--- src/rtl/hack_loader_pkg.sv ---
// Shared types and widths for the Hack ROM loader.
// Byte-stream framing states and the word/byte widths of the Hack machine.
package hack_loader_pkg;

    localparam int HACK_WORD_W = 16;
    localparam int BYTE_W      = 8;

    typedef enum logic [2:0] {
        LEN_HI,
        LEN_LO,
        DATA_HI,
        DATA_LO,
        CSUM,
        DONE,
        ERROR
    } loader_state_t;

endpackage

--- src/rtl/hack_xor_checksum.sv ---
// Running XOR over the data bytes of a loader frame.
// The length and checksum bytes are excluded by the caller through en.
module hack_xor_checksum
    import hack_loader_pkg::*;
(
    input  logic              clk,
    input  logic              reset,
    input  logic              clear,
    input  logic              en,
    input  logic [BYTE_W-1:0] in_byte,
    output logic [BYTE_W-1:0] csum
);

    always_ff @(posedge clk) begin
        if (reset || clear) begin
            csum <= '0;
        end else if (en) begin
            csum <= csum ^ in_byte;
        end
    end

endmodule

--- src/rtl/hack_rom_loader.sv ---
// Streams a length-prefixed, XOR-checked Hack program into instruction ROM,
// holding the CPU in reset until the whole image has been verified.
module hack_rom_loader
    import hack_loader_pkg::*;
#(
    parameter int ADDR_W = 15
) (
    input  logic                   clk,
    input  logic                   reset,
    input  logic [BYTE_W-1:0]      in_data,
    input  logic                   in_valid,
    output logic                   in_ready,
    input  logic                   start,
    output logic                   rom_we,
    output logic [ADDR_W-1:0]      rom_addr,
    output logic [HACK_WORD_W-1:0] rom_data,
    output logic                   cpu_reset,
    output logic                   done,
    output logic                   error,
    output logic [ADDR_W:0]        words_loaded
);

    // Largest legal word count is the full ROM, so N needs ADDR_W+1 bits.
    localparam logic [31:0] CAPACITY = 32'd1 << ADDR_W;

    loader_state_t     state;
    logic [BYTE_W-1:0] len_hi_byte;
    logic [BYTE_W-1:0] hi_byte;
    logic [ADDR_W:0]   word_count;
    logic [ADDR_W-1:0] addr_cnt;
    logic [BYTE_W-1:0] csum;
    logic              xfer;
    logic              rearm;
    logic              csum_en;
    logic [31:0]       len_word;
    logic [ADDR_W:0]   words_next;

    assign xfer       = in_valid && in_ready;
    assign rearm      = start && (state == DONE || state == ERROR);
    assign csum_en    = xfer && (state == DATA_HI || state == DATA_LO);
    assign len_word   = {16'd0, len_hi_byte, in_data};
    assign words_next = words_loaded + (ADDR_W + 1)'(1);

    hack_xor_checksum u_csum (
        .clk     (clk),
        .reset   (reset),
        .clear   (rearm),
        .en      (csum_en),
        .in_byte (in_data),
        .csum    (csum)
    );

    // in_ready is registered alongside the state so it always reflects
    // whether the current state is a receive state.
    always_ff @(posedge clk) begin
        if (reset) begin
            state        <= LEN_HI;
            in_ready     <= 1'b1;
            rom_we       <= 1'b0;
            rom_addr     <= '0;
            rom_data     <= '0;
            cpu_reset    <= 1'b1;
            done         <= 1'b0;
            error        <= 1'b0;
            words_loaded <= '0;
            addr_cnt     <= '0;
            word_count   <= '0;
            len_hi_byte  <= '0;
            hi_byte      <= '0;
        end else begin
            rom_we <= 1'b0;
            case (state)
                LEN_HI: begin
                    if (xfer) begin
                        len_hi_byte <= in_data;
                        state       <= LEN_LO;
                    end
                end
                LEN_LO: begin
                    if (xfer) begin
                        word_count <= len_word[ADDR_W:0];
                        if (len_word > CAPACITY) begin
                            state    <= ERROR;
                            error    <= 1'b1;
                            in_ready <= 1'b0;
                        end else if (len_word == 32'd0) begin
                            state <= CSUM;
                        end else begin
                            state <= DATA_HI;
                        end
                    end
                end
                DATA_HI: begin
                    if (xfer) begin
                        hi_byte <= in_data;
                        state   <= DATA_LO;
                    end
                end
                DATA_LO: begin
                    if (xfer) begin
                        rom_we       <= 1'b1;
                        rom_addr     <= addr_cnt;
                        rom_data     <= {hi_byte, in_data};
                        addr_cnt     <= addr_cnt + ADDR_W'(1);
                        words_loaded <= words_next;
                        state        <= (words_next == word_count) ? CSUM : DATA_HI;
                    end
                end
                CSUM: begin
                    if (xfer) begin
                        in_ready <= 1'b0;
                        if (in_data == csum) begin
                            state     <= DONE;
                            done      <= 1'b1;
                            cpu_reset <= 1'b0;
                        end else begin
                            state <= ERROR;
                            error <= 1'b1;
                        end
                    end
                end
                DONE, ERROR: begin
                    if (start) begin
                        state        <= LEN_HI;
                        in_ready     <= 1'b1;
                        done         <= 1'b0;
                        error        <= 1'b0;
                        cpu_reset    <= 1'b1;
                        words_loaded <= '0;
                        addr_cnt     <= '0;
                    end
                end
                default: begin
                    state    <= LEN_HI;
                    in_ready <= 1'b1;
                end
            endcase
        end
    end

endmodule

--- config.mk ---
export PLATFORM = sky130hd
export DESIGN_NAME = hack_rom_loader
export DESIGN_NICKNAME = d
export VERILOG_FILES = /design/src/rtl/hack_loader_pkg.sv /design/src/rtl/hack_xor_checksum.sv /design/src/rtl/hack_rom_loader.sv
export SDC_FILE = /design/constraint.sdc
export NUM_CORES = 1
export LEC_CHECK = 0
export CAP_MARGIN = 20
export CORE_AREA = 4 4 148 79
export CTS_CLUSTER_SIZE = 16
export DETAILED_ROUTE_END_ITERATION = 16
export DIE_AREA = 0 0 152 83
export PLACE_DENSITY_LB_ADDON = 0.1
export RECOVER_POWER = 100
export SLEW_MARGIN = 10
export SYNTH_ARGS = -nofsm -noshare
export SYNTH_HDL_FRONTEND = slang
export SYNTH_HIERARCHICAL = 1
export SYNTH_SLANG_ARGS = --single-unit
--- constraint.sdc ---
create_clock -name clk -period 1.9 [get_ports clk]
set_input_delay 0.57 -clock clk [delete_from_list [all_inputs] [get_ports clk]]
set_output_delay 0.57 -clock clk [all_outputs]
set_load 0.02 [all_outputs]
==> metrics.md <==
| Metric | Value |
|---|---|
| Outcome | `finished with violations` |
| Violated checks | `setup timing` |
| Yosys warns | `6` |
| Die Ht | `slightly above 80 µm` |
| N_diodes | `0` |
| Synth cell count leaders | `nand2_1, dfxtp_1, a21oi_1, nor2_1, clkbuf_1` |
| CP Max Fanout | `5` |
| Max Cap Viol | `0` |
| CTS sink cnt | `110` |
| Worst slew pin tran | `between 0.6 and 0.7 ns` |
| Starting DRC count in detailed routing | `between 400 and 500` |
| Clock slew seen by the registers of the worst setup and hold paths | `roughly 0.070 ns` |
| Routability cong. | `between 0.9 and 1` |
| Top cell family by delay on the critical path | `compound AO/OA/AOI/OAI gates` |
| # setup viols final | `2` |
| Synth async-reset ratio | `0%` |
| Number of I/O pins | `64` |
| Top post-synthesis cells by area | `dfxtp_1, nand2_1, a21oi_1, nor2_1, xor2_1` |
| Worst Skew | `0.0111 ns` |
| Vias in the first global route | `between 4000 and 5000` |
| Ratio of cells with drive above 1 in the final layout | `between 10% and 20%` |
| Initial cell density of the core | `approximately half` |
| Final instance count without filler cells | `roughly 900` |
| Hold Crit Class | `register to register` |
| Crit path kind | `register to register` |
| Mapped Nets | `approximately 650` |
| DRT Pass-1 Iters | `5` |
| DRC | `0` |
| Pleak | `2.56 nW` |
| Unique masters post-synth | `58` |
| Grt ovf | `0` |
| Top Layer Used | `met4` |
| Fin crit share | `102%` |
| Clock buffer depth | `2` |
| Clock Latency Late Sink | `around 0.35 ns` |
| Worst EP required | `2.15 ns` |
| TritonCTS Buffers | `9` |
| Slew margin rel. | `approximately 60%` |
| Routed length on met3 | `1.10 mm` |
| Die ar. | `12600 µm²` |
| Synthesized area per cell | `just over 8 µm²` |
| Die width | `152 µm` |
| Critical Path AT | `roughly 2.2 ns` |
| M1 wire length | `7.77 mm` |
| DR vias | `roughly 5000` |
| First-pass GRT wire length | `~24 mm` |
| H-tree depth | `3` |
| Routed wire length | `between 10 and 15 mm` |
| Max frequency | `518 MHz` |
| GRT Total Usage | `approximately a quarter` |
| CTS tree | `built` |
| Placed Cells | `between 800 and 900` |
| Largest net degree at the start of global routing | `62` |
| Metal2 WL | `5.86 mm` |
| Count of pins over their slew limit | `0` |
| Initial antenna violation count | `0` |
| Hold Vio Cnt, Final | `0` |
| Synth Cell Area | `about 5000 µm²` |
| Yosys top cell by area | `dfxtp_1` |
| CP startpoint kind | `register` |
| Synthesis-to-finish area growth | `29.7%` |
| RSZ-0062 raised after global routing | `true` |
| Cts hold-fix bufs | `0` |
| Final net count | `between 700 and 800` |
| Cell Pwr Density | `approximately 770 nW/µm²` |
| Peak supply drop | `around 0.00042 V` |
| Top cell type's share of synthesized area | `a little over two fifths` |
| I/O Buffers | `63` |
| Setup WS post-layout | `-0.0304 ns` |
| FP Rows | `27` |
| Post-route antenna net violation count | `0` |
| Count leader, synth | `nand2_1` |
| Yosys reg bits | `110` |
| Register area share after synthesis | `around 43%` |
| Final Power | `roughly 5.1 mW` |
| Total core area | `~11000 µm²` |
| Slowest CP cell | `dfxtp_4` |
| Wirelength per Cell | `16.5 µm` |
| Mapped Cells | `631` |
| Main synth FF type | `dfxtp_1` |
| Clk root buf | `clkbuf_16` |
| Detailed placement HPWL | `11.0 mm` |
| Period minus WS final | `about 1.9 ns` |
| Slowest stage delay, CP | `0.36 ns` |
| Vias per cell | `between 5 and 6` |
| Post-place setup slack | `-0.619 ns` |
| Worst path cell trace | `ha_4, buf_6, and2_1, nor2b_1, o31a_1, o2111ai_2, nor4_4, a21o_1` |
| Fin util | `62.8%` |
| EDFF count, synth | `0` |
| WP buf/inv | `1` |
| CP endpoint kind | `register` |
[registers in the layout, indices dropped and copies added (netlist names), 3 cells and up]
register,count
hi_byte,8
len_hi_byte,8
word_count,16
rom_addr,15
words_loaded,16
u_csum/csum,8
state,3
rom_data,16
addr_cnt,15
[worst register-to-register path: stages, from the launching register on]
cell and delay (ns):
dfxtp_4 0.36, ha_4 0.18, buf_6 0.12, and2_1 0.16, nor2b_1 0.14, o31a_1 0.30, o2111ai_2 0.32, nor4_4 0.08
a21o_1 0.18
[metal layers]
layer	track usage, %	vias up
met5	0	-
met4	5.30	0
met3	6.40	19
met2	31.2	180
met1	36.8	2359
li1	-	2411
[path summary, 6_finish.rpt]
| path | slack [ns] | start | to | cells after the start |
|---|---|---|---|---|
| worst max-delay path | -0.03 | words_loaded[0] | state[2] | 8 |
| worst min-delay path | 0.46 | rom_data[11] | rom_data[11] | 2 |
| worst min register to register | 0.46 | rom_data[11] | rom_data[11] | 2 |
| worst max register to register | -0.03 | words_loaded[0] | state[2] | 8 |
[power by group]
part	internal (mW)	switching [mW]
sequential	2.38	0.0668
clock	1.07	0.872
combinational	0.280	0.418
[cell families (layout without fill, tap and decap cells)]
logic type / Yosys count / in the layout / share of synthesized area (%)
AND/OR/NAND/NOR: 282 / 282 / 26.2
AO/OA/AOI/OAI: 141 / 141 / 16.9
adder cells (fa/ha/maj): 2 / 2 / 0.490
buffers and inverters: 45 / 170 / 4.24
multiplexers: 8 / 8 / 1.57
flip-flops: 110 / 110 / 43.1
XOR/XNOR: 43 / 43 / 7.52
[area by class of cell]
cell class	count	area [µm²]
fill	978	3920
multi-input combinational	476	2810
sequential	110	2210
timing repair buffer	151	1100
clock buffer	11	243
tap	145	181
clock inverter	5	57.6
inverter	3	11.3
[placed cells by master, fill, tap and decap left out, drive strengths merged, types with 8 or more instances in the layout]
cell type / instances
a21oi: 86
o21ai: 13
clkdlybuf4s50: 8
dlygate4sd2: 24
nand3: 20
xor2: 23
nor3: 9
and3: 8
nor2: 56
nand3b: 9
xnor2: 20
clkbuf: 57
mux2i: 8
nand2: 129
nand4: 9
a21bo: 8
buf: 72
dfxtp: 110
[repair_timing]
item                       in CTS  in global routing
resized for setup              45                 52
buffers inserted                1                  7
setup endpoints to repair      79                 42
pin swaps                      11                 13
[through the flow]
step           TNS (ns)  hold slack [ns]  cell area [µm²]
3_3_place_gp     -35.92            0.443             6390
2_1_floorplan         0            0.431             5120
5_1_grt           -1.15            0.477             6620
4_1_cts         -0.0117            0.460             6750
3_5_place_dp     -37.22            0.445             6390
6_report        -0.0603            0.459             6620
(Power assumes the default switching activity.)
